[src/rtl/kp_host.sv]
// Keypad/pad serial host: latch strobe, then 32 LSB-first bit slots
// clocked by KP_CLK, in either write (host drives) or read direction.
module kp_host #(
  parameter int LATCH_TICKS = 4,
  parameter int HALF_TICKS  = 4
) (
  input  logic        CLK,
  input  logic        RESn,
  input  logic        CE,
  input  logic        START,
  input  logic        WR_MODE,
  input  logic [31:0] TX_DATA,
  output logic [31:0] RX_DATA,
  output logic        BUSY,
  output logic        DONE,
  output logic        KP_LATCH,
  output logic        KP_CLK,
  output logic        KP_RW,
  input  logic        KP_DIN,
  output logic        KP_DOUT
);

  typedef enum logic [2:0] {
    IDLE, LATCH, SHIFT_LO, SHIFT_HI, FINISH
  } state_t;

  localparam logic [7:0] LT_END = 8'(LATCH_TICKS - 1);
  localparam logic [7:0] HT_END = 8'(HALF_TICKS - 1);

  state_t      st_q, st_d;
  logic [7:0]  tick_q, tick_d;
  logic [5:0]  bit_q, bit_d;
  logic        wr_q, wr_d;
  logic [31:0] tx_q, tx_d;
  logic [31:0] sh_q, sh_d;
  logic [31:0] rx_q, rx_d;
  logic        busy_q, busy_d;
  logic        done_q, done_d;
  logic        lat_q, lat_d;
  logic        kclk_q, kclk_d;
  logic        rw_q, rw_d;
  logic        dout_q, dout_d;
  logic [4:0]  nxt;

  assign nxt = bit_q[4:0] + 5'd1;

  always_comb begin
    st_d   = st_q;
    tick_d = tick_q;
    bit_d  = bit_q;
    wr_d   = wr_q;
    tx_d   = tx_q;
    sh_d   = sh_q;
    rx_d   = rx_q;
    busy_d = busy_q;
    done_d = 1'b0;
    lat_d  = lat_q;
    kclk_d = kclk_q;
    rw_d   = rw_q;
    dout_d = dout_q;
    unique case (st_q)
      IDLE: begin
        if (START) begin
          wr_d   = WR_MODE;
          tx_d   = TX_DATA;
          sh_d   = '0;
          busy_d = 1'b1;
          rw_d   = ~WR_MODE;
          lat_d  = 1'b1;
          kclk_d = 1'b1;
          tick_d = '0;
          st_d   = LATCH;
        end
      end
      LATCH: begin
        if (tick_q == LT_END) begin
          tick_d = '0;
          bit_d  = '0;
          lat_d  = 1'b0;
          kclk_d = 1'b0;
          dout_d = wr_q & tx_q[0];
          st_d   = SHIFT_LO;
        end else begin
          tick_d = tick_q + 8'd1;
        end
      end
      SHIFT_LO: begin
        if (tick_q == HT_END) begin
          tick_d = '0;
          kclk_d = 1'b1;
          if (!wr_q) sh_d[bit_q[4:0]] = KP_DIN;
          st_d   = SHIFT_HI;
        end else begin
          tick_d = tick_q + 8'd1;
        end
      end
      SHIFT_HI: begin
        if (tick_q == HT_END) begin
          tick_d = '0;
          if (bit_q == 6'd31) begin
            bit_d  = '0;
            done_d = 1'b1;
            busy_d = 1'b0;
            rw_d   = 1'b1;
            dout_d = 1'b0;
            if (!wr_q) rx_d = sh_q;
            st_d   = FINISH;
          end else begin
            bit_d  = bit_q + 6'd1;
            kclk_d = 1'b0;
            dout_d = wr_q & tx_q[nxt];
            st_d   = SHIFT_LO;
          end
        end else begin
          tick_d = tick_q + 8'd1;
        end
      end
      FINISH: st_d = IDLE;
      default: st_d = IDLE;
    endcase
  end

  always_ff @(posedge CLK or negedge RESn) begin
    if (!RESn) begin
      st_q   <= IDLE;
      tick_q <= '0;
      bit_q  <= '0;
      wr_q   <= 1'b0;
      tx_q   <= '0;
      sh_q   <= '0;
      rx_q   <= '0;
      busy_q <= 1'b0;
      done_q <= 1'b0;
      lat_q  <= 1'b0;
      kclk_q <= 1'b1;
      rw_q   <= 1'b1;
      dout_q <= 1'b0;
    end else if (CE) begin
      st_q   <= st_d;
      tick_q <= tick_d;
      bit_q  <= bit_d;
      wr_q   <= wr_d;
      tx_q   <= tx_d;
      sh_q   <= sh_d;
      rx_q   <= rx_d;
      busy_q <= busy_d;
      done_q <= done_d;
      lat_q  <= lat_d;
      kclk_q <= kclk_d;
      rw_q   <= rw_d;
      dout_q <= dout_d;
    end
  end

  assign RX_DATA  = rx_q;
  assign BUSY     = busy_q;
  assign DONE     = done_q;
  assign KP_LATCH = lat_q;
  assign KP_CLK   = kclk_q;
  assign KP_RW    = rw_q;
  assign KP_DOUT  = dout_q;

endmodule

[config.mk]
export PLATFORM = sky130hd
export DESIGN_NAME = kp_host
export DESIGN_NICKNAME = d
export VERILOG_FILES = /design/src/rtl/kp_host.sv
export SDC_FILE = /design/constraint.sdc
export NUM_CORES = 1
export LEC_CHECK = 0
export CORE_MARGIN = 2
export CORE_UTILIZATION = 50
export DETAILED_ROUTE_END_ITERATION = 7
export HOLD_SLACK_MARGIN = 0.05
export PLACE_DENSITY = 0.71
export REMOVE_ABC_BUFFERS = 1
export SKIP_CTS_REPAIR_TIMING = 1
export SYNTH_ARGS = -nofsm -noshare
export SYNTH_HDL_FRONTEND = slang
export SYNTH_SLANG_ARGS = --single-unit
[constraint.sdc]
create_clock -name CLK -period 2.9 [get_ports CLK]
set_input_delay 0.725 -clock CLK [delete_from_list [all_inputs] [get_ports CLK]]
set_output_delay 0.725 -clock CLK [all_outputs]
set_load 0.005 [all_outputs]
==> impl_metrics.tcl, run 1 <==
set metrics [dict create \
    worst-path-buf-inv 1 \
    pin_count 76 \
    syn_area_sq_um 5740 \
    synthAdderAreaFrac_pct 1.09 \
    p_leak_uw 0.00336 \
    post_synth_num_cell_types 52 \
    postRouteWirelength_um 12100 \
    gp_congestion 0.864 \
    layout_common_cells "nand2_1 (126), dfrtp_1 (118), clkdlybuf4s50_1 (74), o21ai_0 (58), a21oi_1 (34)" \
    p_per_area_nw_per_um2 751 \
    power.total_uw 5370 \
    critical_path_class "primary input to flip-flop" \
    wl_per_cell_um 15.4 \
    grt_pass1_vias 4286 \
    muxShareOfSynthArea_pct 12.3 \
    chipWidth_um 111 \
    synth_compound_area_share_pct 13.4 \
    ys_seq_area_share_pct 52.4 \
    port_buffers 75 \
    fin_setup_tns_ns 0 \
    final_common_cell "nand2_1" \
    ys_seq_elements 120 \
    dpl_cell_area_sq_um 6620 \
    cts_max_level 4 \
    gr-total-overflow 0 \
    synthXorXnorAreaFrac_pct 1.07 \
    clock-sinks 120 \
    cp_top_family "compound AO/OA/AOI/OAI gates" \
    root_buffer "clkbuf_16" \
    regToRegEndpoint "RX_DATA[29]" \
    clkLatencyLatePin_ns 0.41 \
    n_antenna_cell 0 \
    die-area_sq_um 12300 \
    min_path_type "primary input to async pin" \
    period_share_pct 83.7 \
    synth_cells 559 \
    relSlewSlack_pct 52.9 \
    path_cells "clkdlybuf4s50_1 -> o41a_1 -> nand3_2 -> a21o_1 -> or3_4 -> o31ai_1" \
    via_per_inst 5.43 \
    ant_nets 0 \
    hold_viol_final 0 \
    synth-edff-count 0 \
    skew_ns 0.00566 \
    vias 4262 \
    antenna_found_initial 0 \
    num-nets-final 674 \
    cp_max_fo 22 \
    outcome "finished, final reports clean" \
    grt_max_degree 52 \
    whs_ns 0.332 \
    tritoncts "built" \
    syn_to_final_growth_pct 24.5 \
    async_flop_share_pct 100 \
    synth_flop_cell "dfrtp_1" \
    synth-warning-count 0 \
    crit_path_max_incr_delay_ns 0.61 \
    yosys.area_share.simple_pct 15.7 \
    arrival_ns 2.73 \
    dr.pass1.iters 4 \
    final_area_sq_um 7150 \
    drive_gt1_share_pct 15.6 \
    reg2reg_slack_ns 0.59 \
    fmax_ghz 0.412 \
    remaining_drc_errors 0 \
    track_usage_pct 20.8 \
    finalMaxSlewViolations 0 \
    first_iter_violations 247 \
    rsz0062_at_grt "no" \
    setup_viol_count_final 0 \
    rr_worst_depth 6 \
    cp-start-kind "primary input" \
    rows 39 \
    avgSynthCellArea_sq_um 10.3 \
    cpMaxStageDelayCell "clkdlybuf4s50_1" \
    fin_crit_ns 2.43 \
    r2r_start "tick_q[0]" \
    grt_pass1_wl_um 20700 \
    peakVddDrop_mv 0.461 \
    worst_pin_slew_ns 0.700 \
    critPathRequiredTime_ns 3.21 \
    cts.clk_slew.worst_paths_ns 0.05 \
    fp.dieH_um 111 \
    dpl.hpwl_um 8250 \
    core_region_area_sq_um 11300 \
    cts_buffers 17 \
    clock_path_buffers 2 \
    max_cap_violations 0 \
    end_kind "flip-flop" \
    synth_top_family_by_area "simple AND/OR/NAND/NOR gates" \
    initial_core_util_pct 50.7 \
]
==> stage by stage <==
| step | instances | util, % | setup WS, ns |
|---|---|---|---|
| 5_1_grt | 785 | 63.1 | 0.364 |
| 6_report | 785 | 63.1 | 0.474 |
| 2_1_floorplan | 519 | - | -0.228 |
| 4_1_cts | 785 | 63.1 | 0.473 |
| 3_3_place_gp | 755 | 58.5 | 0.173 |
| 3_5_place_dp | 755 | 58.5 | 0.0713 |
==> cell type report <==
class / count / area (sq um)
Clock buffer: 27 / 513
Tap cell: 143 / 179
Inverter: 10 / 37.5
Fill cell: 937 / 4180
Multi-Input combinational cell: 389 / 2500
Clock inverter: 3 / 15.0
Timing Repair Buffer: 93 / 896
Sequential cell: 120 / 3010
==> how the worst max path moves through the flow <==
stage	from	to	slack (ns)	depth (start not counted)
5_1_grt	CE	sh_q[26]	0.36	6
3_3_place_gp	CE	sh_q[24]	0.17	6
4_1_cts	CE	sh_q[10]	0.47	6
3_5_place_dp	CE	sh_q[10]	0.07	6
2_1_floorplan	bit_q[0]	RX_DATA[0]	-0.23	6
6_report	CE	sh_q[10]	0.47	6
==> per-layer routing <==
metal / GRT usage, % / vias to the layer above / wire, um
met5: 0 / - / 0
met4: 6.83 / 0 / 138
met3: 6.34 / 16 / 643
met2: 32.8 / 118 / 5910
met1: 27.6 / 2049 / 5430
li1: - / 2079 / -
==> where the power goes <==
part	switching [uW]	leakage, uW	total, uW	internal, uW
Sequential	239	0.00161	2230	1990
Combinational	663	0.00149	1250	592
Clock	690	0.000263	1880	1190
Total	1590	0.00336	5370	3770
==> cells by family (layout without fill, tap and decap cells) <==
family	Yosys count	after routing
adders and majority gates	5	5
buffers and inverters	50	133
xor gates and xnor gates	7	7
and+or+nand+nor	200	200
muxes	46	46
DFF	120	120
AOI/OAI and AO/OA	131	131
==> synth_stat cells (2+ instances only) <==
cell	count	area, sq um
nand3_1	10	50.1
nor2_1	20	75.1
a31o_2	2	17.5
mux2_2	4	45.0
and2_1	5	31.3
buf_2	6	30.0
nand2b_1	4	25.0
clkbuf_1	24	90.1
o21ai_1	2	10.0
a21oi_1	34	170
dfrtp_1	118	2950
or2_2	3	18.8
nand2_1	126	473
o21ai_0	58	290
o31ai_1	15	113
nor2b_1	6	37.5
or3_1	2	12.5
inv_1	10	37.5
mux2_4	30	450
dfstp_2	2	52.6
a22o_1	3	26.3
mux2i_1	5	50.1
nor3_1	6	30.0
buf_1	4	15.0
mux4_2	7	158
xor2_1	3	26.3
o41ai_1	3	26.3
a31oi_1	4	25.0
nand4_1	5	31.3
buf_6	5	56.3
o21a_1	3	22.5
ha_1	5	62.6
and3_1	3	18.8
xnor2_1	4	35.0
==> flip-flops by register name, summed over array words and instances, names as in the netlist <==
| name | cells |
|---|---|
| RX_DATA | 32 |
| st_q | 3 |
| wr_q | 1 |
| KP_DOUT | 1 |
| bit_q | 6 |
| KP_LATCH | 1 |
| DONE | 1 |
| tx_q | 32 |
| tick_q | 8 |
| sh_q | 32 |
| KP_RW | 1 |
| KP_CLK | 1 |
| BUSY | 1 |
Note: power is estimated with default switching activity, not from simulation.
==> run 2: changes to the inputs <==
--- a/config.mk
+++ b/config.mk
@@ -9,7 +9,7 @@
 export CORE_UTILIZATION = 50
 export DETAILED_ROUTE_END_ITERATION = 7
 export HOLD_SLACK_MARGIN = 0.05
-export PLACE_DENSITY = 0.71
+export PLACE_DENSITY = 0.73
 export REMOVE_ABC_BUFFERS = 1
 export SKIP_CTS_REPAIR_TIMING = 1
 export SYNTH_ARGS = -nofsm -noshare
==> constraint.sdc (replaced) <==
create_clock -name CLK -period 2.1 [get_ports CLK]
set_input_delay 0.525 -clock CLK [delete_from_list [all_inputs] [get_ports CLK]]
set_output_delay 0.525 -clock CLK [all_outputs]
set_load 0.005 [all_outputs]
==> impl_metrics.tcl, run 2 (synthesis gave the netlist of run 1 again) <==
set metrics [dict create \
    outcome "finished, final reports clean" \
    power.total_uw 8230 \
    cpMaxStageDelayCell "or3_4" \
    cts.clk_slew.worst_paths_ns 0.06 \
    crit_start "tick_q[0]" \
    nFillCells 867 \
    wl_met1_um 6040 \
    p_leak_uw 0.00362 \
    min_path_type "primary input to flip-flop" \
    layout_common_cells "nand2_1 (126), dfrtp_1 (118), clkdlybuf4s50_1 (73), o21ai_0 (52), buf_4 (47)" \
    remaining_drc_errors 0 \
    dpl.hpwl_um 9000 \
    grt_pass1_vias 4661 \
    critPathRequiredTime_ns 2.43 \
    r2r_start "tick_q[0]" \
    rr_worst_depth 7 \
    clkLatencyLatePin_ns 0.42 \
    setup_viol_count_final 0 \
    reg2reg_slack_ns 0.04 \
    num-nets-final 712 \
    finalMaxSlewViolations 0 \
    initial_core_util_pct 50.7 \
    tritoncts "built" \
    track_usage_pct 22.3 \
    crit_path_max_incr_delay_ns 0.49 \
    endpoint "sh_q[4]" \
    gr-total-overflow 0 \
    cts_max_level 4 \
    rows 39 \
    relSlewSlack_pct 67.0 \
    end_kind "flip-flop" \
    critical_path_class "flip-flop to flip-flop" \
    core_region_area_sq_um 11300 \
    postRouteWirelength_um 14200 \
    via_per_inst 5.70 \
    grt_pass1_wl_um 22400 \
    worst_pin_slew_ns 0.494 \
    peakVddDrop_mv 0.529 \
    seq_area_sq_um 3010 \
    p_per_area_nw_per_um2 1070 \
    fin_crit_ns 2.06 \
    wl_per_cell_um 17.2 \
    die-area_sq_um 12300 \
    cts_buffers 17 \
    syn_to_final_growth_pct 34.2 \
    cp_top_family "simple AND/OR/NAND/NOR gates" \
    vias 4702 \
    route.met3.wl_um 574 \
    clock-sinks 120 \
    arrival_ns 2.39 \
    grt_max_degree 42 \
    gp_congestion 0.850 \
    clock_path_buffers 2 \
    multiInputGateArea_sq_um 2660 \
    dr.pass1.iters 5 \
    worst-path-buf-inv 1 \
    first_iter_violations 280 \
    setup_slack_ns 0.0373 \
    path_cells "ha_2 -> nor3b_4 -> buf_4 -> nand3_2 -> a21o_4 -> or3_4 -> o31ai_4" \
    skew_ns 0.0139 \
    top_layer_used "met4" \
    root_buffer "clkbuf_16" \
    ant_nets 0 \
    rsz0062_at_grt "yes" \
    cp-start-kind "flip-flop" \
    chipWidth_um 111 \
    crit_cells 7 \
    max_cap_violations 0 \
    fp.dieH_um 111 \
    antenna_found_initial 0 \
    pre_cts_slack_ns -0.449 \
    port_buffers 75 \
    fmax_ghz 0.485 \
    cp_max_fo 7 \
    n_antenna_cell 0 \
    drive_gt1_share_pct 23.8 \
    period_share_pct 98.2 \
    pin_count 76 \
    regToRegEndpoint "sh_q[4]" \
    route.met2.wl_um 7190 \
    hold_viol_final 0 \
    final_common_cell "nand2_1" \
]
[run 2: cell types whose count changed in the layout (fill, tap and decap cells not counted), moves of 4 or more]
| cell | before | now |
|---|---|---|
| o31ai_2 | 0 | 8 |
| o21ai_0 | 58 | 52 |
| buf_4 | 18 | 47 |
| o21ai_1 | 2 | 8 |
| o31ai_1 | 15 | 5 |
| or3_4 | 1 | 6 |
| clkbuf_1 | 5 | 0 |
| inv_6 | 0 | 5 |
| clkbuf_8 | 5 | 1 |
[run 2: stage by stage]
stage               util [%]  setup TNS (ns)  std cells  cell area (sq um)  hold slack, ns
floorplan                  -          -38.03        519               5540           0.229
global placement        60.9          -18.59        787               6900           0.453
detailed placement      60.9          -22.23        787               6900           0.462
CTS                     66.2           -1.33        819               7500          0.0321
global route            68.0         -0.0567        825               7700           0.493
finish                  68.0               0        825               7700           0.456
[run 2: metal layers]
metal | vias to the layer above | GRT usage, %
met1 | 2341 | 27.7
met5 | - | 0
li1 | 2167 | -
met2 | 159 | 38.5
met4 | 0 | 8.31
met3 | 35 | 4.65
[run 2: power breakdown]
group	switching, uW	total (uW)	internal [uW]	leakage, uW
Combinational	1150	2220	1080	0.00172
Clock	1160	2970	1810	0.000286
Sequential	285	3030	2750	0.00161
[run 2: worst min path at each step]
stage	startpoint	endpoint	cells past startpoint
after floorplan	RESn	BUSY	0
after global placement	RESn	RX_DATA[24]	1
after detailed placement	RESn	RX_DATA[12]	1
after CTS	RESn	RX_DATA[12]	1
after global routing	CE	DONE	2
final	CE	DONE	2
[run 2: cell type report]
type	instances	share of cell area (%)
Sequential cell	120	39.0
Multi-Input combinational cell	392	34.5
Timing Repair Buffer	128	15.9
Clock buffer	18	5.70
Tap cell	143	2.32
Clock inverter	14	2.13
Inverter	10	0.487
[run 2: worst register-to-register path, stage by stage (launching register included)]
cell and delay (ns):
dfrtp_1 0.36, ha_2 0.19, nor3b_4 0.23, buf_4 0.15
nand3_2 0.08, a21o_4 0.25, or3_4 0.49, o31ai_4 0.23
